### src/rtl/oclib_pkg.sv
// Shared types and constants for the byte-channel (bc) library.
package oclib_pkg;

    // One byte-wide channel: data/valid travel with the flow, ready flows back.
    typedef struct packed {
        logic [7:0] data;
        logic       valid;
        logic       ready;
    } bc_8b_bidi_s;

    // Default block id width on the bc tree.
    localparam int BlockIdBits = 16;

    // Length bytes at or above this value are never legal and are used to resync.
    localparam logic [7:0] BcResyncThreshold = 8'h78;

    // Status byte returned when the router answers on behalf of a child.
    localparam logic [7:0] BcErrorCode = 8'hEE;

endpackage

### src/rtl/oclib_bc_id_match.sv
// Priority block-id decoder: lowest-index output whose key rule matches wins.
module oclib_bc_id_match #(
    parameter int                     Outputs     = 4,
    parameter int                     BlockIdBits = 16,
    parameter logic [BlockIdBits-1:0] OutputBlockIdKey  [0:Outputs-1] = '{default: '1},
    parameter logic [BlockIdBits-1:0] OutputBlockIdMask [0:Outputs-1] = '{default: '0}
) (
    input  logic [BlockIdBits-1:0] id,
    output logic [Outputs-1:0]     onehot,
    output logic                   hit
);

    logic m;

    // Scan outputs in ascending order and keep only the first match.
    always_comb begin
        onehot = '0;
        hit    = 1'b0;
        m      = 1'b0;
        for (int i = 0; i < Outputs; i++) begin
            // An all-ones key means "this output answers to its own index".
            if (OutputBlockIdKey[i] == '1) begin
                m = (id == BlockIdBits'(i));
            end else begin
                m = ((id & ~OutputBlockIdMask[i]) == OutputBlockIdKey[i]);
            end
            if (!hit && m) begin
                onehot[i] = 1'b1;
                hit       = 1'b1;
            end
        end
    end

endmodule

### src/rtl/oclib_bc_tree_router.sv
// Byte-channel tree router: routes a request to one child by block id and
// returns that child's response, or a local error response on no-match/timeout.
module oclib_bc_tree_router #(
    parameter type                    BcType        = oclib_pkg::bc_8b_bidi_s,
    parameter int                     Outputs       = 4,
    parameter int                     BlockIdBits   = oclib_pkg::BlockIdBits,
    parameter logic [BlockIdBits-1:0] OutputBlockIdKey  [0:Outputs-1] = '{default: '1},
    parameter logic [BlockIdBits-1:0] OutputBlockIdMask [0:Outputs-1] = '{default: '0},
    parameter int                     TimeoutCycles = 1024,
    parameter logic [7:0]             ErrorCode     = oclib_pkg::BcErrorCode
) (
    input  logic  clock,
    input  logic  reset,
    input  BcType upIn,
    output BcType upOut,
    output BcType downOut [0:Outputs-1],
    input  BcType downIn  [0:Outputs-1],
    output logic  noMatchPulse,
    output logic  timeoutPulse
);

    import oclib_pkg::*;

    localparam int         BlockBytes = BlockIdBits / 8;
    localparam logic [7:0] BbByte     = 8'(BlockBytes);
    localparam int         SelW       = (Outputs > 1) ? $clog2(Outputs) : 1;
    localparam int         TmoW       = (TimeoutCycles > 1) ? $clog2(TimeoutCycles + 1) : 1;

    localparam logic [3:0] S_IDLE     = 4'd0;
    localparam logic [3:0] S_BLOCK    = 4'd1;
    localparam logic [3:0] S_MATCH    = 4'd2;
    localparam logic [3:0] S_FWDHDR   = 4'd3;
    localparam logic [3:0] S_FWDPAY   = 4'd4;
    localparam logic [3:0] S_DRAIN    = 4'd5;
    localparam logic [3:0] S_RESPLEN  = 4'd6;
    localparam logic [3:0] S_RESPCOPY = 4'd7;
    localparam logic [3:0] S_ERRLEN   = 4'd8;
    localparam logic [3:0] S_ERRCODE  = 4'd9;

    logic [3:0]             state_q, state_d;
    logic [7:0]             len_q, len_d;
    logic [7:0]             cnt_q, cnt_d;
    logic [BlockIdBits-1:0] id_q, id_d;
    logic [SelW-1:0]        sel_q, sel_d;
    logic                   dvalid_q, dvalid_d;
    logic [7:0]             ddata_q, ddata_d;
    logic                   uvalid_q, uvalid_d;
    logic [7:0]             udata_q, udata_d;
    logic [TmoW-1:0]        tmo_q, tmo_d;

    logic [Outputs-1:0] match_onehot;
    logic               match_hit;
    logic [SelW-1:0]    match_idx;
    logic               sel_dn_valid, sel_dn_ready;
    logic [7:0]         sel_dn_data;
    logic               up_rdy, resp_rdy, resp_state, dn_space, up_space, tmo_hit;
    logic               dn_load, up_load;
    logic [7:0]         dn_data, up_data;

    oclib_bc_id_match #(
        .Outputs          (Outputs),
        .BlockIdBits      (BlockIdBits),
        .OutputBlockIdKey (OutputBlockIdKey),
        .OutputBlockIdMask(OutputBlockIdMask)
    ) u_match (
        .id    (id_q),
        .onehot(match_onehot),
        .hit   (match_hit)
    );

    // Encode the match vector and pick out the selected child's channel.
    always_comb begin
        match_idx    = '0;
        sel_dn_valid = 1'b0;
        sel_dn_ready = 1'b0;
        sel_dn_data  = '0;
        for (int i = 0; i < Outputs; i++) begin
            if (match_onehot[i]) match_idx = SelW'(i);
            if (sel_q == SelW'(i)) begin
                sel_dn_valid = downIn[i].valid;
                sel_dn_ready = downIn[i].ready;
                sel_dn_data  = downIn[i].data;
            end
        end
    end

    assign dn_space   = !dvalid_q || sel_dn_ready;
    assign up_space   = !uvalid_q || upIn.ready;
    assign resp_state = (state_q == S_RESPLEN) || (state_q == S_RESPCOPY);
    assign tmo_hit    = (TimeoutCycles != 0) && (tmo_q == TmoW'(TimeoutCycles));
    assign resp_rdy   = resp_state && up_space && !tmo_hit;

    // Next-state, counters and the two single-entry output registers.
    always_comb begin
        state_d  = state_q;
        len_d    = len_q;
        cnt_d    = cnt_q;
        id_d     = id_q;
        sel_d    = sel_q;
        tmo_d    = tmo_q;
        dvalid_d = dvalid_q;
        ddata_d  = ddata_q;
        uvalid_d = uvalid_q;
        udata_d  = udata_q;
        up_rdy   = 1'b0;
        dn_load  = 1'b0;
        dn_data  = '0;
        up_load  = 1'b0;
        up_data  = '0;
        case (state_q)
            S_IDLE: begin
                up_rdy = 1'b1;
                // Illegal lengths are swallowed so a stream of them resyncs the tree.
                if (upIn.valid && !(upIn.data >= BcResyncThreshold || upIn.data < BbByte)) begin
                    len_d   = upIn.data;
                    cnt_d   = '0;
                    id_d    = '0;
                    state_d = S_BLOCK;
                end
            end
            S_BLOCK: begin
                up_rdy = 1'b1;
                if (upIn.valid) begin
                    id_d  = (id_q << 8) | BlockIdBits'(upIn.data);
                    cnt_d = cnt_q + 8'd1;
                    if (cnt_q == BbByte - 8'd1) begin
                        cnt_d   = '0;
                        state_d = S_MATCH;
                    end
                end
            end
            S_MATCH: begin
                if (match_hit) begin
                    sel_d   = match_idx;
                    cnt_d   = '0;
                    state_d = S_FWDHDR;
                end else if (len_q == BbByte) begin
                    state_d = S_ERRLEN;
                end else begin
                    cnt_d   = BbByte;
                    state_d = S_DRAIN;
                end
            end
            S_FWDHDR: begin
                // Replay L, then the id bytes MSB first by rotating the id register.
                if (dn_space) begin
                    dn_load = 1'b1;
                    cnt_d   = cnt_q + 8'd1;
                    if (cnt_q == 8'd0) begin
                        dn_data = len_q;
                    end else begin
                        dn_data = id_q[BlockIdBits-1 -: 8];
                        id_d    = (id_q << 8) | (id_q >> (BlockIdBits - 8));
                    end
                    if (cnt_q == BbByte) begin
                        cnt_d   = BbByte;
                        state_d = S_FWDPAY;
                    end
                end
            end
            S_FWDPAY: begin
                if (cnt_q != len_q) begin
                    up_rdy = dn_space;
                    if (upIn.valid && dn_space) begin
                        dn_load = 1'b1;
                        dn_data = upIn.data;
                        cnt_d   = cnt_q + 8'd1;
                    end
                end else if (dn_space) begin
                    tmo_d   = '0;
                    state_d = S_RESPLEN;
                end
            end
            S_DRAIN: begin
                up_rdy = 1'b1;
                if (upIn.valid) begin
                    cnt_d = cnt_q + 8'd1;
                    if (cnt_q + 8'd1 == len_q) state_d = S_ERRLEN;
                end
            end
            S_RESPLEN, S_RESPCOPY: begin
                if (tmo_hit) begin
                    tmo_d   = '0;
                    state_d = S_ERRLEN;
                end else if (resp_rdy && sel_dn_valid) begin
                    up_load = 1'b1;
                    up_data = sel_dn_data;
                    tmo_d   = '0;
                    if (state_q == S_RESPLEN) begin
                        len_d   = sel_dn_data;
                        cnt_d   = '0;
                        state_d = (sel_dn_data == 8'd0) ? S_IDLE : S_RESPCOPY;
                    end else begin
                        cnt_d = cnt_q + 8'd1;
                        if (cnt_q + 8'd1 == len_q) state_d = S_IDLE;
                    end
                end else if (resp_rdy) begin
                    // Only count cycles where the child could have sent and did not.
                    tmo_d = tmo_q + TmoW'(1);
                end
            end
            S_ERRLEN: begin
                if (up_space) begin
                    up_load = 1'b1;
                    up_data = 8'h01;
                    state_d = S_ERRCODE;
                end
            end
            S_ERRCODE: begin
                if (up_space) begin
                    up_load = 1'b1;
                    up_data = ErrorCode;
                    state_d = S_IDLE;
                end
            end
            default: state_d = S_IDLE;
        endcase
        if (dn_load) begin
            dvalid_d = 1'b1;
            ddata_d  = dn_data;
        end else if (sel_dn_ready) begin
            dvalid_d = 1'b0;
        end
        if (up_load) begin
            uvalid_d = 1'b1;
            udata_d  = up_data;
        end else if (upIn.ready) begin
            uvalid_d = 1'b0;
        end
    end

    // State registers; reset abandons any message in flight.
    always_ff @(posedge clock or negedge reset) begin
        if (!reset) begin
            state_q  <= S_IDLE;
            len_q    <= '0;
            cnt_q    <= '0;
            id_q     <= '0;
            sel_q    <= '0;
            tmo_q    <= '0;
            dvalid_q <= 1'b0;
            ddata_q  <= '0;
            uvalid_q <= 1'b0;
            udata_q  <= '0;
        end else begin
            state_q  <= state_d;
            len_q    <= len_d;
            cnt_q    <= cnt_d;
            id_q     <= id_d;
            sel_q    <= sel_d;
            tmo_q    <= tmo_d;
            dvalid_q <= dvalid_d;
            ddata_q  <= ddata_d;
            uvalid_q <= uvalid_d;
            udata_q  <= udata_d;
        end
    end

    // Drive channel outputs; readies are gated by reset so they drop at once.
    always_comb begin
        upOut       = '0;
        upOut.data  = udata_q;
        upOut.valid = uvalid_q;
        upOut.ready = up_rdy && reset;
        for (int i = 0; i < Outputs; i++) begin
            downOut[i]       = '0;
            downOut[i].data  = ddata_q;
            downOut[i].valid = dvalid_q && (sel_q == SelW'(i));
            downOut[i].ready = resp_rdy && (sel_q == SelW'(i)) && reset;
        end
    end

    assign noMatchPulse = (state_q == S_MATCH) && !match_hit;
    assign timeoutPulse = resp_state && tmo_hit;

endmodule
### config.mk
export PLATFORM = sky130hd
export DESIGN_NAME = oclib_bc_tree_router
export DESIGN_NICKNAME = d
export VERILOG_FILES = /design/src/rtl/oclib_pkg.sv /design/src/rtl/oclib_bc_id_match.sv /design/src/rtl/oclib_bc_tree_router.sv
export SDC_FILE = /design/constraint.sdc
export NUM_CORES = 1
export LEC_CHECK = 0
export CAP_MARGIN = 20
export CORE_ASPECT_RATIO = 1.75
export CORE_MARGIN = 4
export CORE_UTILIZATION = 57
export CTS_BUF_LIST = sky130_fd_sc_hd__clkbuf_2
export CTS_CLUSTER_SIZE = 16
export DETAILED_ROUTE_END_ITERATION = 10
export PLACE_DENSITY = 0.89
export SLEW_MARGIN = 40
export SYNTH_ARGS = -nofsm -noshare
export SYNTH_HDL_FRONTEND = slang
export SYNTH_SLANG_ARGS = --single-unit
### constraint.sdc
create_clock -name clock -period 4.31 [get_ports clock]
set_input_delay 0.6465 -clock clock [delete_from_list [all_inputs] [get_ports clock]]
set_output_delay 0.6465 -clock clock [all_outputs]
set_load 0.005 [all_outputs]
# Word-level counts from Yosys, hierarchy flattened
# Cells that the tools add are included.
dict set report totals {
  reg_bits 67
  in_bits 52
  wordCells 208
}
dict set report op_classes {
  addsub 2
  n_lt_le_gt_ge 2
  n_eq_ne 42
  n_mux 95
  n_bitwise 2
  reduce_logical 55
}
# op n
set op_table {}
lappend op_table {{8-bit 2-to-1 mux} 28}
lappend op_table {{4-bit 2-to-1 mux} 17}
lappend op_table {{16-bit 2-to-1 mux} 4}
lappend op_table {{8-bit case mux with 7 select lines} 1}
lappend op_table {{11-bit 2-to-1 mux} 5}
lappend op_table {{16-bit case mux with 3 select lines} 1}
lappend op_table {{4-bit case mux with 9 select lines} 1}
lappend op_table {{2-bit inequality test, second input constant} 17}
lappend op_table {{16-bit by 2-bit equality test with 1-bit output, second input constant} 2}
lappend op_table {{16-bit by 8-bit OR with 16-bit output} 2}
lappend op_table {{8-bit case mux with 2 select lines} 2}
lappend op_table {{1-bit 2-to-1 mux} 28}
lappend op_table {{8-bit case mux with 3 select lines} 1}
lappend op_table {{1-bit logical AND} 23}
lappend op_table {{11-bit case mux with 2 select lines} 1}
lappend op_table {{16-bit by 1-bit equality test with 1-bit output, second input constant} 1}
lappend op_table {{4-bit by 3-bit equality test with 1-bit output, second input constant} 4}
lappend op_table {{8-bit by 2-bit equality test with 1-bit output, second input constant} 2}
lappend op_table {{16-bit zero test} 1}
lappend op_table {{8-bit zero test} 2}
lappend op_table {{13-bit AND reduction} 1}
lappend op_table {{11-bit by 1-bit adder with 11-bit output, second input constant} 1}
lappend op_table {{11-bit equality test, second input constant} 1}
lappend op_table {{10-bit AND reduction} 1}
lappend op_table {{other kinds (28)} 51}

# Longest topological paths before layout
# Gate-level depths: netlist of run 1.
dict set report depth {
  word_depth 13
  ltp_mapped 10
  mapped_depth_nobuf 8
}

# Modules after synthesis
# From an unflattened synthesis of run 1, not the netlist that was laid out.
dict set report unflattened {
  cells_unflattened 495
  area_unflattened_um2 4593.2
}
# mod n_inst cells_each area_each_um2 seq_area_each_um2
set modules_own_cells {}
lappend modules_own_cells {oclib_bc_tree_router 1 482 4476.8 1676.6}
lappend modules_own_cells {oclib_bc_id_match 1 13 116.4 0.0}

# Worst setup path before layout of run 1
# OpenSTA, ideal clock, no wires.
dict set report synth_path {
  path_kind {input-to-reg}
  startpoint {input port upIn[5] (netlist bit)}
  endpoint {register cnt_q[3]}
  t_arrival_ns 2.418
  path_slack_ns 1.796
  path_stages 7
  path_cell_list {and4_1 a2111oi_2 o41a_1 o22ai_2 or4_1 buf_2 o31ai_1}
}
dict set report synth_via {
  elab_chain_len 6
  elab_cells_between_ends 7
  cone_classes {order compare: 2; eq/ne: 1; reduce/logical: 4}
}
# element line
set synth_rtl {}
lappend synth_rtl {{start, declared} oclib_bc_tree_router.sv:14} ;# input BcType upIn,
lappend synth_rtl {{8-bit by 7-bit >= comparator with 1-bit output or 8-bit by 2-bit less-than comparator with 1-bit output (tied branches)} oclib_bc_tree_router.sv:114} ;# if (upIn.valid && !(upIn.data >= BcResyncThreshold || upIn.data < BbByte)) begin
lappend synth_rtl {{1-bit logical OR (*)} oclib_bc_tree_router.sv:114}
lappend synth_rtl {{1-bit zero test (*)} oclib_bc_tree_router.sv:114}
lappend synth_rtl {{1-bit logical AND (*)} oclib_bc_tree_router.sv:114}
lappend synth_rtl {{2-bit inequality test (no line) (*)} n/a}
lappend synth_rtl {{10-bit AND reduction (no line) (*)} n/a}
lappend synth_rtl {{end signal, assigned} oclib_bc_tree_router.sv:248} ;# cnt_q <= cnt_d;
lappend synth_rtl {{end, declared} oclib_bc_tree_router.sv:42} ;# logic [7:0] cnt_q, cnt_d;
# Mark *: on every way between the ends. The rest lies on a longest branch, timed or not.
# A chain may end at the register's enable or synchronous reset.

==> results of run 1 <==
==> final cells by class <==
| cell class | count | area (um2) |
|---|---|---|
| Multi-Input combinational cell | 340 | 2510 |
| Sequential cell | 67 | 1680 |
| Inverter | 20 | 75.1 |
| Timing Repair Buffer | 108 | 1070 |
| Tap cell | 90 | 113 |
| Clock buffer | 10 | 50.0 |
| Clock inverter | 5 | 103 |
| Fill cell | 574 | 2310 |
| Antenna cell | 1 | 2.50 |
==> Yosys cell counts (3+ instances only) <==
cell | number | area, um2
o221ai_1 | 9 | 78.8
nor4_1 | 9 | 56.3
a22oi_1 | 8 | 60.1
and3_1 | 6 | 37.5
buf_2 | 10 | 50.1
a21oi_1 | 17 | 85.1
inv_1 | 20 | 75.1
o21ai_0 | 21 | 105
a31oi_1 | 5 | 31.3
nor2_1 | 24 | 90.1
ha_1 | 6 | 75.1
nor2b_1 | 9 | 56.3
nand2_1 | 57 | 214
mux4_2 | 10 | 225
nor4b_1 | 3 | 26.3
nand4_1 | 5 | 31.3
mux2_2 | 23 | 259
or4_1 | 5 | 37.5
clkbuf_1 | 16 | 60.1
nand3_1 | 13 | 65.1
nor3b_1 | 3 | 22.5
and2_1 | 4 | 25.0
o31ai_1 | 9 | 67.6
xor2_1 | 9 | 78.8
nor3_1 | 6 | 30.0
dfrtp_1 | 67 | 1680
buf_4 | 25 | 188
a221o_1 | 7 | 70.1
o21ai_1 | 3 | 15.0
xnor2_1 | 3 | 26.3
nand2b_1 | 6 | 37.5
o41ai_1 | 7 | 61.3
or3_1 | 7 | 43.8
mux2i_1 | 8 | 80.1
==> worst min-delay path by stage <==
stage	from	end	slack [ns]	cells past startpoint
global placement	id_q[6]$_DFFE_PN0P_	id_q[6]$_DFFE_PN0P_	0.49	2
CTS	reset	id_q[6]$_DFFE_PN0P_	0.32	2
finish	reset	tmo_q[1]$_DFFE_PN0P_	0.19	2
floorplan	reset	cnt_q[0]$_DFFE_PN0P_	0.35	0
detailed placement	udata_q[6]$_DFFE_PN0P_	udata_q[6]$_DFFE_PN0P_	0.50	1
global route	reset	tmo_q[8]$_DFFE_PN0P_	0.25	2
==> per-stage QoR <==
stage          cell area, um2  instances
6_report                 5600        641
5_1_grt                  5600        641
4_1_cts                  5590        640
3_5_place_dp             5440        625
3_3_place_gp             5440        625
2_1_floorplan            4590        482
==> kinds of logic (layout without fill, tap and decap cells) <==
kind of cell | Yosys count | count (layout) | synth area share
buffers and inverters | 75 | 143 | 0.0878
adder cells (fa/ha/maj) | 6 | 6 | 0.0164
multiplexers | 41 | 41 | 0.123
AND/OR/NAND/NOR | 170 | 170 | 0.202
XOR/XNOR | 14 | 14 | 0.0316
other | 0 | 1 | 0
AO/OA/AOI/OAI | 109 | 109 | 0.174
flip-flops | 67 | 67 | 0.365
==> layout by cell type, fill, tap and decap left out, types with 3 or more instances in the layout <==
cell             instances
nor4b_1                  3
or3_1                    7
xnor2_1                  3
mux4_2                  10
nor2b_1                  9
ha_1                     6
or4_1                    5
o21ai_0                 21
o41ai_1                  7
buf_4                    4
nand2b_1                 6
a21oi_1                 17
nand4_1                  5
nor3b_1                  3
mux2_2                  23
and2_1                   4
a31oi_1                  5
mux2i_1                  8
nor4_1                   9
a22oi_1                  8
clkdlybuf4s50_1        102
inv_1                   20
nor2_1                  24
nor3_1                   6
xor2_1                   9
nand3_1                 13
o221ai_1                 9
clkbuf_2                10
nand2_1                 57
o31ai_1                  9
a221o_1                  7
dfrtp_1                 67
bufinv_16                3
and3_1                   6
o21ai_1                  3
==> sequential cells by signal (all words and copies together) (netlist names) <==
register	cells
ddata_q	8
sel_q	2
len_q	8
cnt_q	8
tmo_q	11
state_q	4
id_q	16
uvalid_q	1
dvalid_q	1
udata_q	8
==> power groups by stage <==
stage                     registers (mW)  clock network, mW  logic, mW
after CTS                           1.17              0.485       2.07
after detailed placement            1.18                  0       2.06
final                               1.18              0.482       2.09
after floorplan                     1.01                  0       1.58
after global routing                1.21              0.506       2.27
after global placement              1.17                  0       1.98
==> routing by layer <==
metal  share of wire  track usage
met5               0            0
met4           0.058        0.201
met3           0.058       0.0412
met2            0.54        0.516
met1            0.35        0.338
==> flow_metrics.tcl, run 1 <==
set metrics [dict create \
    rsz0062_at_grt "false" \
    setup_viol 0 \
    clock_sinks 67 \
    p_comb_frac 0.557 \
    max_slew_margin 0.444 \
    drc 0 \
    fin_util 0.708 \
    cp_cell_sequence "mux4_2 > nor2b_1 > o32ai_1 > and2_1 > clkdlybuf4s50_1" \
    nets 604 \
    timing.hold.ws_ns 0.192 \
    ys_ff_latch 67 \
    synth_area_um2 4590 \
    postCtsSetupBuffers 0 \
    dp_hpwl_um 10600 \
    switching_share 0.439 \
    clock_latency_ns 0.55 \
    path_max_fanout 19 \
    crit_type "register to output pin" \
    clkTransAtPathRegs_ns 0.18 \
    max_clock_freq_mhz 274 \
    final_hold_viol_count 0 \
    hold_path.class "input port to asynchronous set/reset pin" \
    gp_congestion 1.06 \
    grt_max_degree 68 \
    drtIter0Drc 400 \
    grt_first_pass_wirelength_um 22000 \
    crit_buf_inv 1 \
    cts.path.max_buffers 2 \
    vias 4283 \
    drv_slew 0 \
    area_growth_pct 21.9 \
    wire_per_inst_um 22.0 \
    internal_power_mw 2.11 \
    die_w_um 75.8 \
    start_util 0.580 \
    reg2reg_slack_ns 1.13 \
    startpoint_type "register" \
    seqPwrFrac 0.315 \
    critPathCapture "upOut[0]" \
    cts_tree "yes" \
    synth_cell_types 68 \
    via_per_inst 6.68 \
    ys_warn_count 0 \
    timing.final.ws_setup_ns 0.660 \
    numPortBuffers 103 \
    drt-total-wl_um 14100 \
    crit_slowest_cell "dfrtp_1" \
    cts_root_buf "clkbuf_2" \
    cp.depth 5 \
    synth-edff-count 0 \
    startpoint "sel_q[1]$_DFFE_PN0P_" \
    syn_avg_cell_area_um2 9.52 \
    cts_resized 0 \
    ys_seq_area_frac 0.365 \
    die_area_um2 9610 \
    cap_violations 0 \
    ir_drop_v 0.000405 \
    overflow 0 \
    end_kind "output pin" \
    grt_pass1_vias 4263 \
    ant_nets 0 \
    syn_inst 482 \
    cts_buffers 9 \
    die_y_um 127 \
    fin_tns_setup_ns 0 \
    core_um2 7910 \
    path_delay_family "flip-flops" \
    drt_first_pass_iters 5 \
    post-route-min-period_ns 3.65 \
    regToRegEndpoint "cnt_q[4]$_DFFE_PN0P_" \
    p_sw_mw 1.65 \
    power.clock.fraction 0.128 \
    outcome "completed" \
    worstPathArrival_ns 3.00 \
    synth_nets 540 \
    track_usage 0.304 \
    finalClockSkew_ns 0.0210 \
    ctsHoldBuffers 0 \
    powerDensity_nw_per_um2 671 \
    fin_crit_sh 0.847 \
    synth_ff_type "dfrtp_1" \
    ctsHtreeMaxLevel 3 \
    crit_required_ns 3.66 \
    drive_above_1_share 0.122 \
    async_flop_share 1.00 \
    dpl_worst_slack_ns 0.763 \
    r2r_cells 8 \
    fp-row-count 43 \
    max_stage_delay_ns 0.81 \
    antenna_found_initial 1 \
    r2r-start "tmo_q[0]$_DFFE_PN0P_" \
    leakage_nw 2.27 \
    pin_count 104 \
    worst-slew-pin-transition_ns 0.834 \
    power_mw 3.76 \
]
(Power assumes the default switching activity.)
==> inputs of run 2 (changes only) <==
Settings changed: CORE_UTILIZATION 57 to 53, PLACE_DENSITY 0.89 to 0.84.
Clock period 4.31 ns to 3.7 ns, I/O delays scaled along.
==> run 2 against run 1 <==
Compared with the run above: power rose by 18%; non-clock buffer count rose by 6; register-to-register slack lost 0.21 ns; highest routed layer unchanged.
==> flow_metrics.tcl, run 2 (synthesis gave the netlist of run 1 again) <==
set metrics [dict create \
    path_delay_family "simple AND/OR/NAND/NOR gates" \
    area_growth_pct 24.0 \
    fp-row-count 44 \
    cts_resized 0 \
    ctsHoldBuffers 0 \
    track_usage 0.274 \
    path_max_fanout 13 \
    cts_tree "yes" \
    p_sw_mw 1.95 \
    powerDensity_nw_per_um2 779 \
    post-route-min-period_ns 3.45 \
    pin_count 104 \
    antenna_found_initial 1 \
    layout_commonest_cell "clkdlybuf4s50_1" \
    clock_latency_ns 0.56 \
    via_per_inst 6.30 \
    fin_crit_sh 0.933 \
    dp_hpwl_um 10700 \
    power.clock.fraction 0.135 \
    cts_buffers 9 \
    largest_reg_flops 16 \
    postCtsSetupBuffers 0 \
    top_regs "id_q (16), tmo_q (11)" \
    switching_share 0.439 \
    p_comb_frac 0.562 \
    die_area_um2 10300 \
    outcome "completed" \
    clkTransAtPathRegs_ns 0.23 \
    clock_sinks 67 \
    drt-total-wl_um 13900 \
    crit_buf_inv 1 \
    die_w_um 78.4 \
    ir_drop_v 0.000483 \
    crit_type "register to output pin" \
    timing.final.ws_setup_ns 0.249 \
    cts.path.max_buffers 2 \
    setup_viol 0 \
    grt_pass1_vias 4193 \
    end_kind "output pin" \
    final_cell_mix "102 x clkdlybuf4s50_1, 67 x dfrtp_1, 57 x nand2_1, 24 x nor2_1, 23 x mux2_2" \
    dp.cells 656 \
    final_hold_viol_count 0 \
    numPortBuffers 103 \
    drt_first_pass_iters 7 \
    seqPwrFrac 0.303 \
    startpoint_type "register" \
    cap_violations 0 \
    regMostFlops "id_q" \
    cp_cell_sequence "nor2b_1 > nand2_1 > a21o_1 > o32ai_1 > and2_1 > clkdlybuf4s50_1" \
    max_slew_margin 0.585 \
    nets 610 \
    worst-slew-pin-transition_ns 0.623 \
    grt_first_pass_wirelength_um 22100 \
    dpl_worst_slack_ns 0.408 \
    drc 0 \
    core_um2 8370 \
    leakage_nw 2.31 \
    drive_above_1_share 0.133 \
    drtIter0Drc 431 \
    max_clock_freq_mhz 290 \
    wire_per_inst_um 20.6 \
    start_util 0.549 \
    fin_tns_setup_ns 0 \
    post-route-cell-area_um2 5690 \
    ant_nets 0 \
    cts_root_buf "clkbuf_2" \
    stdcell_count 673 \
    hold_path.class "input port to asynchronous set/reset pin" \
    rsz0062_at_grt "false" \
    overflow 0 \
    worstPathArrival_ns 2.90 \
    grt_max_degree 68 \
    drv_slew 0 \
    vias 4243 \
    crit_slowest_cell "dfrtp_1" \
    die_y_um 131 \
    crit_required_ns 3.14 \
    ctsHtreeMaxLevel 3 \
    placed_cell_area_um2 5520 \
    gp_congestion 0.937 \
    finalClockSkew_ns 0.0357 \
    internal_power_mw 2.48 \
    max_stage_delay_ns 0.63 \
]
-- run 2: changes by cell type in the layout (fill, tap and decap cells not counted), sizes merged --
| cell | change |
|---|---|
| inv | +2 |
| buf | +6 |
| clkbuf | -1 |
-- run 2: metal layers --
metal	GRT usage	vias up	part of all wire
li1	-	1913	-
met1	0.298	2077	0.35
met2	0.486	191	0.54
met3	0.0514	62	0.057
met4	0.159	0	0.048
met5	0	-	0
-- run 2: area by class of cell --
type	instances	area (um2)
antenna	1	2.50
clock buffer	9	45.0
clock inverter	7	124
fill	691	2680
inverter	20	75.1
multi-input combinational	340	2510
sequential	67	1680
tap	115	144
timing repair buffer	114	1110
-- run 2: worst paths after layout --
kind | startpoint | end | slack, ns | depth (start not counted)
worst max-delay path | state_q[2]$_DFFE_PN0P_ | upOut[0] | 0.25 | 6
worst min-delay path | reset | state_q[3]$_DFFE_PN0P_ | 0.12 | 2
worst max register to register | cnt_q[0]$_DFFE_PN0P_ | state_q[0]$_DFFE_PN0P_ | 0.92 | 7
worst min register to register | id_q[7]$_DFFE_PN0P_ | id_q[7]$_DFFE_PN0P_ | 0.55 | 2
max in group asynchronous | reset | ddata_q[0]$_DFFE_PN0P_ | 3.11 | 2
min in group clock | id_q[7]$_DFFE_PN0P_ | id_q[7]$_DFFE_PN0P_ | 0.55 | 2
-- run 2: metrics by stage --
stage	util	hold WS [ns]	total power [mW]
after floorplan	-	0.259	3.01
after global placement	0.659	0.488	3.73
after detailed placement	0.659	0.501	3.82
after CTS	0.679	0.256	4.42
after global routing	0.680	0.131	4.71
final	0.680	0.117	4.43
-- run 2: power groups by stage --
stage | clock network [mW] | registers (mW) | logic, mW
floorplan | 0 | 1.17 | 1.84
detailed placement | 0 | 1.35 | 2.46
global route | 0.641 | 1.38 | 2.69
CTS | 0.604 | 1.33 | 2.48
global placement | 0 | 1.34 | 2.39
finish | 0.596 | 1.34 | 2.49
